**config.mk**
```make
export PLATFORM = sky130hd
export DESIGN_NAME = iter_flag_ctrl
export DESIGN_NICKNAME = d
export VERILOG_FILES = /design/src/rtl/iter_flag_pkg.sv /design/src/rtl/iter_counter.sv /design/src/rtl/iter_flag_ctrl.sv
export SDC_FILE = /design/constraint.sdc
export NUM_CORES = 1
export LEC_CHECK = 0
export ABC_AREA = 1
export BUFFER_PORTS_ARGS = -buffer_cell sky130_fd_sc_hd__buf_2
export CAP_MARGIN = 20
export CORE_ASPECT_RATIO = 0.75
export CORE_MARGIN = 4
export CORE_UTILIZATION = 25
export CTS_BUF_LIST = sky130_fd_sc_hd__clkbuf_16
export CTS_CLUSTER_DIAMETER = 80
export CTS_CLUSTER_SIZE = 16
export DETAILED_ROUTE_END_ITERATION = 8
export PLACE_DENSITY = 0.52
export SYNTH_ARGS = -nofsm -noshare
export SYNTH_HDL_FRONTEND = slang
export SYNTH_SLANG_ARGS = --single-unit
export TNS_END_PERCENT = 5
```
**constraint.sdc**
```tcl
create_clock -name clk -period 2.1 [get_ports clk]
set_input_delay 0 -clock clk [delete_from_list [all_inputs] [get_ports clk]]
set_output_delay 0 -clock clk [all_outputs]
set_load 0.005 [all_outputs]
```
**src/rtl/iter_flag_pkg.sv**
```systemverilog
// Shared definitions for the iteration/flag sequencer.
// Latency: n/a (package only).
// Backpressure: n/a (package only).
//
// Contents:
//   ITER_CNT_W_DEFAULT       default counter / limit width
//   ST_IDLE/ST_RUN/ST_DONE   sequencer state codes
//   state_e                  enum built on those codes
package iter_flag_pkg;

  localparam int ITER_CNT_W_DEFAULT = 16;

  localparam logic [1:0] ST_IDLE = 2'd0;
  localparam logic [1:0] ST_RUN  = 2'd1;
  localparam logic [1:0] ST_DONE = 2'd2;

  typedef enum logic [1:0] {
    S_IDLE = ST_IDLE,
    S_RUN  = ST_RUN,
    S_DONE = ST_DONE
  } state_e;

endpackage

```
**src/rtl/iter_counter.sv**
```systemverilog
// Iteration counter with a latched limit and a terminal-match flag.
// Latency: cnt updates one cycle after load/clr/en; term is combinational from flops.
// Backpressure: none; en=0 simply holds the count.
//
// Ports:
//   clk, reset      clock, async active-low reset
//   load            latch limit_in and zero the count
//   limit_in        iteration limit to latch
//   clr             zero the count (wins over load and en)
//   en              advance the count by one
//   cnt             current count
//   term            next increment reaches the latched limit
module iter_counter
  import iter_flag_pkg::*;
#(
  parameter int CNT_W = ITER_CNT_W_DEFAULT
) (
  input  logic             clk,
  input  logic             reset,
  input  logic             load,
  input  logic [CNT_W-1:0] limit_in,
  input  logic             clr,
  input  logic             en,
  output logic [CNT_W-1:0] cnt,
  output logic             term
);

  localparam logic [CNT_W-1:0] ONE = CNT_W'(1);

  logic [CNT_W-1:0] cnt_q, cnt_d;
  logic [CNT_W-1:0] limit_q, limit_d;
  logic [CNT_W-1:0] cnt_inc;

  // The controller only advances while cnt < limit, so cnt+1 can never
  // overflow even when limit is the all-ones maximum.
  assign cnt_inc = cnt_q + ONE;

  always_comb begin
    cnt_d   = cnt_q;
    limit_d = limit_q;
    if (clr) begin
      cnt_d = '0;
    end else if (load) begin
      cnt_d   = '0;
      limit_d = limit_in;
    end else if (en) begin
      cnt_d = cnt_inc;
    end
  end

  always_ff @(posedge clk or negedge reset) begin
    if (!reset) begin
      cnt_q   <= '0;
      limit_q <= '0;
    end else begin
      cnt_q   <= cnt_d;
      limit_q <= limit_d;
    end
  end

  assign cnt  = cnt_q;
  assign term = (cnt_inc == limit_q);

endmodule

```
**src/rtl/iter_flag_ctrl.sv**
```systemverilog
// Iteration sequencer that counts num_iter iterations after start, then strobes a 1 into a downstream flag; clear strobes a 0.
// Latency: start accepted at edge E0 -> flag_wrt/flag_data high after edge E0+N (+1 per stalled cycle); clear -> strobe next cycle.
// Backpressure: optional stall (ITER_FLAG_STALL_EN) freezes RUN; start outside IDLE is dropped and latched into err.
//
// Ports:
//   clk, reset   clock, async active-low reset
//   start        begin a sequence (accepted only in IDLE)
//   clear        abort, zero the count, write 0 into the flag, clear err
//   num_iter     iteration count, latched on accepted start
//   stall        hold RUN (exists only when ITER_FLAG_STALL_EN is defined)
//   busy         high in RUN cycles
//   iter_cnt     completed iterations of the current sequence
//   err          sticky: start seen while not IDLE
//   flag_wrt     one-cycle write strobe to the flag register
//   flag_data    data accompanying flag_wrt
// Configuration macro: ITER_FLAG_STALL_EN
module iter_flag_ctrl
  import iter_flag_pkg::*;
#(
  parameter int CNT_W = ITER_CNT_W_DEFAULT
) (
  input  logic             clk,
  input  logic             reset,
  input  logic             start,
  input  logic             clear,
  input  logic [CNT_W-1:0] num_iter,
`ifdef ITER_FLAG_STALL_EN
  input  logic             stall,
`endif
  output logic             busy,
  output logic [CNT_W-1:0] iter_cnt,
  output logic             err,
  output logic             flag_wrt,
  output logic             flag_data
);

  state_e state_q, state_d;
  logic   busy_q, busy_d;
  logic   err_q, err_d;
  logic   flag_wrt_q, flag_wrt_d;
  logic   flag_data_q, flag_data_d;

  logic   cnt_load, cnt_clr, cnt_en;
  logic   cnt_term;
  logic   advance;

`ifdef ITER_FLAG_STALL_EN
  assign advance = ~stall;
`else
  assign advance = 1'b1;
`endif

  iter_counter #(
    .CNT_W (CNT_W)
  ) u_counter (
    .clk      (clk),
    .reset    (reset),
    .load     (cnt_load),
    .limit_in (num_iter),
    .clr      (cnt_clr),
    .en       (cnt_en),
    .cnt      (iter_cnt),
    .term     (cnt_term)
  );

  always_comb begin
    state_d     = state_q;
    err_d       = err_q;
    flag_wrt_d  = 1'b0;
    flag_data_d = 1'b0;
    cnt_load    = 1'b0;
    cnt_clr     = 1'b0;
    cnt_en      = 1'b0;

    if (clear) begin
      // Abort from any state, outranking a simultaneous start.
      state_d    = S_IDLE;
      cnt_clr    = 1'b1;
      err_d      = 1'b0;
      flag_wrt_d = 1'b1;
    end else begin
      unique case (state_q)
        S_IDLE: begin
          if (start) begin
            cnt_load = 1'b1;
            if (num_iter == '0) begin
              // Zero-length sequence skips RUN and completes immediately.
              state_d     = S_DONE;
              flag_wrt_d  = 1'b1;
              flag_data_d = 1'b1;
            end else begin
              state_d = S_RUN;
            end
          end
        end
        S_RUN: begin
          if (start) begin
            err_d = 1'b1;
          end
          if (advance) begin
            cnt_en = 1'b1;
            if (cnt_term) begin
              state_d     = S_DONE;
              flag_wrt_d  = 1'b1;
              flag_data_d = 1'b1;
            end
          end
        end
        S_DONE: begin
          if (start) begin
            err_d = 1'b1;
          end
          state_d = S_IDLE;
        end
        default: begin
          state_d = S_IDLE;
        end
      endcase
    end

    // busy is registered alongside the state so it mirrors RUN exactly.
    busy_d = (state_d == S_RUN);
  end

  always_ff @(posedge clk or negedge reset) begin
    if (!reset) begin
      state_q     <= S_IDLE;
      busy_q      <= 1'b0;
      err_q       <= 1'b0;
      flag_wrt_q  <= 1'b0;
      flag_data_q <= 1'b0;
    end else begin
      state_q     <= state_d;
      busy_q      <= busy_d;
      err_q       <= err_d;
      flag_wrt_q  <= flag_wrt_d;
      flag_data_q <= flag_data_d;
    end
  end

  assign busy      = busy_q;
  assign err       = err_q;
  assign flag_wrt  = flag_wrt_q;
  assign flag_data = flag_data_q;

endmodule

```
==> results of run 1 <==
## critical path, stage by stage, from the launching register on
cell and delay [ps]:
dfrtp_1 410, buf_6 150, clkinvlp_4 120, nor2_4 200, nand4_1 160, nand2_1 120, nand2_1 50, nand2_1 50
nand2_1 110, nor2_2 150, nand3_1 90, nand2_1 70, nand2_1 60, nand2_2 60, nor2_1 40
## path summary, 6_finish.rpt
check,cells past startpoint,to,slack (ps),from
max,14,busy$_DFF_PN0_,140,u_counter.cnt[0]$_DFFE_PN0P_
min,3,u_counter.limit_q[4]$_DFFE_PN0P_,9,num_iter[4]
max reg2reg,14,busy$_DFF_PN0_,140,u_counter.cnt[0]$_DFFE_PN0P_
min reg2reg,2,u_counter.limit_q[8]$_DFFE_PN0P_,490,u_counter.limit_q[8]$_DFFE_PN0P_
max in group asynchronous,2,u_counter.cnt[2]$_DFFE_PN0P_,1090,reset
min in group asynchronous,2,u_counter.cnt[3]$_DFFE_PN0P_,380,reset
## synthesized netlist by cell type, types with 2 or more instances
cell / count
nor3_1: 2
nand3_1: 36
dfrtp_1: 38
nand2_1: 97
nor2_4: 4
nand3b_1: 3
o21ai_0: 19
ha_1: 3
o22ai_1: 9
mux2_2: 2
nand4_1: 16
clkbuf_1: 4
a21oi_1: 7
and3_1: 2
inv_1: 54
o211ai_1: 2
nor2_2: 2
nor2_1: 27
nand2_2: 2
## cell type report
cell class	count	area (um^2)	share of cell area, %
Tap cell	128	160	4.93
Sequential cell	38	955	29.4
Multi-Input combinational cell	243	1290	39.7
Clock inverter	3	63.8	1.96
Timing Repair Buffer	67	445	13.7
Inverter	55	210	6.47
Clock buffer	5	125	3.85
## flip-flops by register name, indices dropped and copies added (netlist names)
register,flops
busy,1
err,1
flag_wrt,1
state_q,2
u_counter.limit_q,16
flag_data,1
u_counter.cnt,16
## power by group
group / switching [W] / leakage, nW / internal (W) / total [W]
Sequential: 0.0000625 / 0.490 / 0.000796 / 0.000858
Combinational: 0.000204 / 0.992 / 0.000146 / 0.000350
Clock: 0.000313 / 0.0915 / 0.000677 / 0.000990
Total: 0.000580 / 1.57 / 0.00162 / 0.00220
## metrics by stage
stage          std cells  worst slack [ps]  setup TNS, ps
3_3_place_gp         508               119              0
5_1_grt              539             -17.6          -29.6
4_1_cts              529               114              0
2_1_floorplan        339               292              0
3_5_place_dp         508               139              0
6_report             539               137              0
## logic make-up (layout without fill, tap and decap cells)
logic type,count (synthesis),in the layout,synth area share (%)
xor+xnor,1,1,0.369
simple gates,196,197,38.2
mux,2,2,0.950
compound gates,40,40,9.45
flops,38,38,40.1
fa+ha+maj,3,3,1.58
buf+inv,59,130,9.34
## repair_timing
action                                  in CTS  in global routing
buffers inserted                             0                  9
endpoints found under the hold margin       52                  0
gates resized for setup                      0                 31
hold buffers                                13                  0
endpoints found under the setup margin       0                  4
## routing by layer
| metal | GRT usage (%) | vias up | wire (um) |
|---|---|---|---|
| li1 | - | 1247 | - |
| met1 | 21.6 | 1118 | 3890 |
| met2 | 18.1 | 68 | 2870 |
| met3 | 3.66 | 10 | 563 |
| met4 | 3.40 | 0 | 87 |
| met5 | 0 | - | 0 |
==> flow_metrics.env, run 1 <==
export IMPL_status="complete, no violations"
export IMPL_power_per_cell_area_nw_per_um2=676
export IMPL_fmax_mhz=509
export IMPL_place_detailed_hpwl_um=5450
export IMPL_mostFrequentLayoutCells="91 x nand2_1, 53 x inv_1, 39 x buf_2, 35 x dfrtp_1, 34 x nand3_1"
export IMPL_grt_max_degree=39
export IMPL_clock_skew_ps=7.04
export IMPL_hold_viol_final=0
export IMPL_syn_to_final_growth_pct=37.1
export IMPL_fill_cells=1017
export IMPL_syn_num_nets=362
export IMPL_dieWidth_um=120
export IMPL_viasPerCell=4.53
export IMPL_grt_pass1_vias=2317
export IMPL_pin_count=40
export IMPL_syn_area_per_cell_um2=6.99
export IMPL_slew_headroom_pct=40.3
export IMPL_yosys_top_cells_area="dfrtp_1 40%, nand2_1 15%, inv_1 8.5%"
export IMPL_clk_pin_slew_worst_paths_ps=60
export IMPL_min_period_over_period_pct=93.5
export IMPL_final_common_cell="nand2_1"
export IMPL_setup_viol=0
export IMPL_crit_arrival_ps=2140
export IMPL_drt_total_wl_um=7410
export IMPL_ir_drop_uv=352
export IMPL_finalMaxSlewViolations=0
export IMPL_cts_root_buffer="clkbuf_16"
export IMPL_num_antenna_cells=0
export IMPL_synth_ff_type="dfrtp_1"
export IMPL_drc_errors=0
export IMPL_io_buffers=39
export IMPL_maxCapViolations=0
export IMPL_power_w=0.00220
export IMPL_core_area_um2=9160
export IMPL_die_y_um=92.3
export IMPL_clockBufferDepth=2
export IMPL_yosys_area_top_type="dfrtp_1"
export IMPL_final_layout_size_suffix_gt1_share_pct=24.3
export IMPL_syn_inst=339
export IMPL_hp_class="primary input to flop"
export IMPL_num_vias=2443
export IMPL_track_usage_pct=13.7
export IMPL_initial_core_util_pct=25.9
export IMPL_end_kind="flop"
export IMPL_startpoint_type="flop"
export IMPL_worstSetupPathType="flop to flop"
export IMPL_ys_ff_latch=38
export IMPL_cts_tree="built"
export IMPL_clock_sinks=38
export IMPL_grt_antenna_before_repair=0
export IMPL_synthArstFlopShare_pct=100
export IMPL_worstPathRequired_ps=2280
export IMPL_synth_top_area_share_pct=40.1
export IMPL_postRouteAntennaNets=0
export IMPL_synth_cell_type_count=29
export IMPL_synth_edff_count=0
export IMPL_drtIter0Drc=135
export IMPL_htreeDepth=2
export IMPL_gp_congestion=0.876
export IMPL_hold_slack_ps=8.86
export IMPL_dr_pass1_iters=4
export IMPL_tightest_slew_ps=895
export IMPL_wl_per_cell_um=13.8
export IMPL_fin_nets=433
export IMPL_fin_util_pct=35.5
export IMPL_min_period_ps=1960
export IMPL_clock_latency_ps=290
export IMPL_crit_path_max_fanout=5
export IMPL_synth_warnings=0
export IMPL_dpl_cell_area_um2=2760
export IMPL_dieArea_um2=11100
export IMPL_p_leak_nw=1.57
export IMPL_design_area_um2=3250
export IMPL_seq_area_frac_synth_pct=40.1
export IMPL_grt_pass1_wl_um=11900
export IMPL_syn_area_um2=2370
export IMPL_num_rows=30
export IMPL_grt_ovfl_total=0
export IMPL_cts_buffers=5
Note: power is estimated with default switching activity, not from simulation.
==> run 2, diff against run 1 <==
CELL_PAD_IN_SITES_DETAIL_PLACEMENT = 1   (was not set)
CELL_PAD_IN_SITES_GLOBAL_PLACEMENT = 2   (was not set)
PLACE_DENSITY = 0.76   (was 0.52)
==> run 2 against run 1 <==
  * First-iteration DRC count fell by 23%
  * Via count rose by 1.6%
  * Core utilization decreased by 0.44 points
  * Hold slack got worse by 8.6 ps
  * Routed wire length up 10%
  * Maximum frequency down 0.78%
  * Total power shrank 9.9%
  * Critical path depth is 2 higher
  * Critical path type unchanged
  * Critical endpoint is now state_q[0]$_DFF_PN0_
==> flow_metrics.env, run 2 (synthesized netlist as in run 1, its figures left out) <==
export IMPL_cts_root_buffer="clkbuf_16"
export IMPL_drt_total_wl_um=8160
export IMPL_swShare_pct=30.8
export IMPL_place_detailed_hpwl_um=6290
export IMPL_min_period_ps=1980
export IMPL_fin_tns_setup_ps=0
export IMPL_dieWidth_um=120
export IMPL_min_period_over_period_pct=94.2
export IMPL_dr_pass1_iters=4
export IMPL_clockBufferDepth=2
export IMPL_drtIter0Drc=104
export IMPL_num_rows=30
export IMPL_clock_latency_ps=290
export IMPL_dieArea_um2=11100
export IMPL_hp_class="primary input to flop"
export IMPL_min_path_cells=3
export IMPL_cts_buffers=5
export IMPL_fmax_mhz=505
export IMPL_ir_drop_uv=267
export IMPL_power_frac_clock_pct=38.0
export IMPL_grt_ovfl_total=0
export IMPL_hold_viol_final=0
export IMPL_maxCapViolations=0
export IMPL_core_area_um2=9160
export IMPL_grt_pass1_vias=2469
export IMPL_gp_congestion=0.792
export IMPL_slew_headroom_pct=38.9
export IMPL_seq_area_um2=956
export IMPL_num_vias=2482
export IMPL_cts_tree="built"
export IMPL_track_usage_pct=15.2
export IMPL_grt_max_degree=39
export IMPL_grt_antenna_before_repair=0
export IMPL_p_sw_w=0.000610
export IMPL_syn_to_final_growth_pct=35.4
export IMPL_clock_sinks=38
export IMPL_startpoint_type="flop"
export IMPL_power_per_cell_area_nw_per_um2=617
export IMPL_internal_power_w=0.00137
export IMPL_combPwrFrac_pct=18.4
export IMPL_pin_count=40
export IMPL_multi_input_area_um2=1330
export IMPL_setup_viol=0
export IMPL_worstSetupPathType="flop to flop"
export IMPL_final_layout_size_suffix_gt1_share_pct=26.1
export IMPL_crit_path_max_fanout=6
export IMPL_htreeDepth=2
export IMPL_worstPathRequired_ps=2280
export IMPL_finalMaxSlewViolations=0
export IMPL_design_area_um2=3210
export IMPL_postRouteAntennaNets=0
export IMPL_final_common_cell="nand2_1"
export IMPL_end_kind="flop"
export IMPL_drc_errors=0
export IMPL_grt_pass1_wl_um=13200
export IMPL_viasPerCell=4.65
export IMPL_io_buffers=39
export IMPL_tightest_slew_ps=916
export IMPL_crit_arrival_ps=2160
export IMPL_clk_pin_slew_worst_paths_ps=60
export IMPL_r2r_cells=16
export IMPL_wl_per_cell_um=15.3
export IMPL_mostFrequentLayoutCells="83 x nand2_1, 54 x inv_1, 39 x buf_2, 34 x dfrtp_1, 33 x nand3_1"
export IMPL_p_leak_nw=1.56
export IMPL_die_y_um=92.3
export IMPL_fin_util_pct=35.1
export IMPL_dpl_cell_area_um2=2770
export IMPL_pwr_share_seq_pct=43.6
export IMPL_hold_slack_ps=0.231
export IMPL_fin_nets=429
export IMPL_num_antenna_cells=0
export IMPL_initial_core_util_pct=25.9
export IMPL_status="complete, no violations"
export IMPL_clock_skew_ps=7.86
export IMPL_fill_cells=1180
export IMPL_power_w=0.00198
## run 2: cell count changes in the layout (fill, tap and decap cells not counted), sizes merged
cell         delta
dlygate4sd3     -3
bufinv          -2
clkinv          +1
clkinvlp        -1
inv             +1
nor2            -1
## run 2: routing by layer
layer,GRT usage (%),routed length (um),up-vias
li1,-,-,1242
met1,23.6,4430,1179
met2,21.2,3260,54
met3,3.48,407,7
met4,2.92,65,0
met5,0,0,-
## run 2: power groups by stage
stage	clock network (W)	logic [W]	registers, W
6_report	0.000753	0.000365	0.000863
3_3_place_gp	0	0.000316	0.000870
2_1_floorplan	0	0.000200	0.000844
3_5_place_dp	0	0.000320	0.000874
5_1_grt	0.000798	0.000416	0.000873
4_1_cts	0.000776	0.000335	0.000861
## run 2: final cells by class
type	count	area share, %
Multi-Input combinational cell	242	41.3
Sequential cell	38	29.8
Timing Repair Buffer	64	13.3
Inverter	55	6.43
Tap cell	128	4.99
Clock buffer	5	3.90
Clock inverter	2	0.312
## run 2: repair_timing
action / 4_1_cts / 5_1_grt
endpoints found under the hold margin: 49 / 0
resized for setup: 0 / 41
setup buffers: 0 / 7
setup endpoints to repair: 0 / 5
hold buffers: 10 / 0
## run 2: stage by stage
stage / worst slack (ps) / std cells
global route: -19.8 / 534
detailed placement: 32.4 / 510
global placement: 98.9 / 510
floorplan: 292 / 339
finish: 121 / 534
CTS: 22.7 / 527
## run 2: worst paths after layout
path	startpoint	endpoint	slack [ps]
worst min-delay path	num_iter[3]	u_counter.limit_q[3]$_DFFE_PN0P_	0.2
max in group asynchronous	reset	u_counter.cnt[2]$_DFFE_PN0P_	1080
worst max-delay path	u_counter.cnt[1]$_DFFE_PN0P_	state_q[0]$_DFF_PN0_	120
worst min register to register	err$_DFFE_PN0P_	err$_DFFE_PN0P_	500
min in group asynchronous	reset	u_counter.cnt[15]$_DFFE_PN0P_	390
worst max register to register	u_counter.cnt[1]$_DFFE_PN0P_	state_q[0]$_DFF_PN0_	120
## run 2: critical path, stage by stage (launching register included)
cell     delay (ps)
dfrtp_1         420
buf_6           150
nand2_4          60
nor2_4           50
buf_12          130
buf_6           110
buf_4           120
nand4_1          90
nand3_1          90
nand2_2         120
nand2_2          70
nor2_4          120
nand3_1          80
nand2_1          70
nand2_1          50
nand2_1          80
inv_1            40
==> run 3, diff against run 2 <==
RECOVER_POWER = 25   (was not set)
==> run 3 against run 2 <==
  * Global-route usage did not move
  * Sequential share of layout area rose by 0.16 points
  * Critical endpoint unchanged
  * Largest cell class unchanged
  * Flip-flop and latch count is the same
  * Core utilization is 0.19 points lower
  * Non-clock buffer count is the same
==> flow_metrics.env, run 3 (synthesized netlist as in run 1, its figures left out) <==
export IMPL_place_detailed_hpwl_um=6290
export IMPL_use_met3_pct=3.48
export IMPL_hold_viol_final=0
export IMPL_combPwrFrac_pct=18.4
export IMPL_drt_total_wl_um=8170
export IMPL_seq_area_um2=956
export IMPL_fin_nets=429
export IMPL_fin_cells=534
export IMPL_clockBufferDepth=2
export IMPL_dieWidth_um=120
export IMPL_clk_pin_slew_worst_paths_ps=60
export IMPL_worstSetupPathType="flop to flop"
export IMPL_pin_count=40
export IMPL_startpoint_type="flop"
export IMPL_num_vias=2478
export IMPL_cts_tree="built"
export IMPL_pre_cts_slack_ps=32.4
export IMPL_htreeDepth=2
export IMPL_grt_ovfl_total=0
export IMPL_clock_latency_ps=290
export IMPL_p_sw_w=0.000610
export IMPL_internal_power_w=0.00137
export IMPL_die_y_um=92.3
export IMPL_final_common_cell="nand2_1"
export IMPL_grt_use_met2_pct=21.2
export IMPL_fin_tns_setup_ps=0
export IMPL_grt_use_met1_pct=23.6
export IMPL_slew_headroom_pct=31.7
export IMPL_num_antenna_cells=0
export IMPL_wl_per_cell_um=15.3
export IMPL_grt_max_degree=39
export IMPL_power_per_cell_area_nw_per_um2=620
export IMPL_end_kind="flop"
export IMPL_crit_path_max_fanout=6
export IMPL_power_frac_clock_pct=38.0
export IMPL_initial_core_util_pct=25.9
export IMPL_drtIter0Drc=99
export IMPL_grt_antenna_before_repair=0
export IMPL_status="complete, no violations"
export IMPL_grt_pass1_wl_um=13200
export IMPL_hold_path_startpoint="num_iter[3]"
export IMPL_p_leak_nw=1.52
export IMPL_ir_drop_uv=267
export IMPL_dieArea_um2=11100
export IMPL_postRouteAntennaNets=0
export IMPL_swShare_pct=30.8
export IMPL_multi_input_area_um2=1330
export IMPL_fmax_mhz=505
export IMPL_mostFrequentLayoutCells="83 x nand2_1, 54 x inv_1, 34 x dfrtp_1, 33 x nand3_1, 30 x buf_2"
export IMPL_cts_buffers=5
export IMPL_num_rows=30
export IMPL_track_usage_pct=15.2
export IMPL_crit_arrival_ps=2160
export IMPL_setup_viol=0
export IMPL_min_period_ps=1980
export IMPL_hp_class="primary input to flop"
export IMPL_pwr_share_seq_pct=43.6
export IMPL_tightest_slew_ps=1020
export IMPL_worstPathRequired_ps=2280
export IMPL_maxCapViolations=0
export IMPL_cts_root_buffer="clkbuf_16"
export IMPL_r2r_start="u_counter.cnt[1]$_DFFE_PN0P_"
export IMPL_grt_pass1_vias=2469
export IMPL_min_period_over_period_pct=94.2
export IMPL_core_area_um2=9160
export IMPL_drc_errors=0
export IMPL_hold_slack_ps=0.258
export IMPL_dr_pass1_iters=4
export IMPL_final_layout_size_suffix_gt1_share_pct=23.6
export IMPL_syn_to_final_growth_pct=34.7
export IMPL_fill_cells=1185
export IMPL_io_buffers=39
export IMPL_crit_path_start="u_counter.cnt[1]$_DFFE_PN0P_"
export IMPL_fin_ws_ps=121
export IMPL_finalMaxSlewViolations=0
export IMPL_clock_skew_ps=7.77
export IMPL_viasPerCell=4.64
export IMPL_busiest_layer="met1"
export IMPL_gp_congestion=0.792
export IMPL_clock_sinks=38
export IMPL_dp_cells=510
## run 3: worst max-delay path, cell delays in order, from the launching register on
cell and delay [ps]:
dfrtp_1 420, buf_6 150, nand2_4 60, nor2_4 50
buf_12 130, buf_6 110, buf_4 120, nand4_1 90
nand3_1 90, nand2_2 120, nand2_2 70, nor2_4 120
nand3_1 80, nand2_1 70, nand2_1 50, nand2_1 80
inv_1 40
## run 3: metal layers
| metal | wire length [um] | vias up | share of wire, % |
|---|---|---|---|
| met5 | 0 | - | 0 |
| met1 | 4410 | 1181 | 54 |
| met4 | 65 | 0 | 0.80 |
| met3 | 419 | 7 | 5.1 |
| li1 | - | 1241 | - |
| met2 | 3270 | 49 | 40 |
## run 3: stage by stage
stage / utilization, % / instance area [um^2] / power (W)
final: 34.9 / 3190 / 0.00198
after global routing: 34.9 / 3190 / 0.00209
after CTS: 32.8 / 3010 / 0.00197
after detailed placement: 30.3 / 2770 / 0.00119
after global placement: 30.3 / 2770 / 0.00119
after floorplan: - / 2370 / 0.00104
## run 3: worst paths after layout
kind,to,slack [ps],cells after the start
setup reg to reg,state_q[0]$_DFF_PN0_,120,16
setup / recovery,state_q[0]$_DFF_PN0_,120,16
hold / removal,u_counter.limit_q[3]$_DFFE_PN0P_,0.3,3
min in group asynchronous,u_counter.cnt[15]$_DFFE_PN0P_,430,2
hold reg to reg,err$_DFFE_PN0P_,500,2
max in group asynchronous,u_counter.cnt[2]$_DFFE_PN0P_,980,2
## run 3: area by class of cell
class	instances	share of cell area, %
well taps	128	5.02
inverters	55	6.47
clock buffers	5	3.92
flip-flops and latches	38	29.9
clock inverters	2	0.313
multi-input cells	242	41.5
repair buffers	64	12.9
## run 3: what timing repair did
action / 4_1_cts / 5_1_grt
endpoints found under the setup margin: 0 / 5
buffers inserted: 0 / 7
gates resized for setup: 0 / 41
hold buffers: 10 / 0
endpoints found under the hold margin: 49 / 0
## run 3: power by group through the flow
stage | Combinational, W | Sequential (W) | Clock [W]
3_3_place_gp | 0.000316 | 0.000870 | 0
6_report | 0.000364 | 0.000863 | 0.000753
3_5_place_dp | 0.000320 | 0.000874 | 0
2_1_floorplan | 0.000200 | 0.000844 | 0
5_1_grt | 0.000415 | 0.000873 | 0.000798
4_1_cts | 0.000335 | 0.000861 | 0.000776
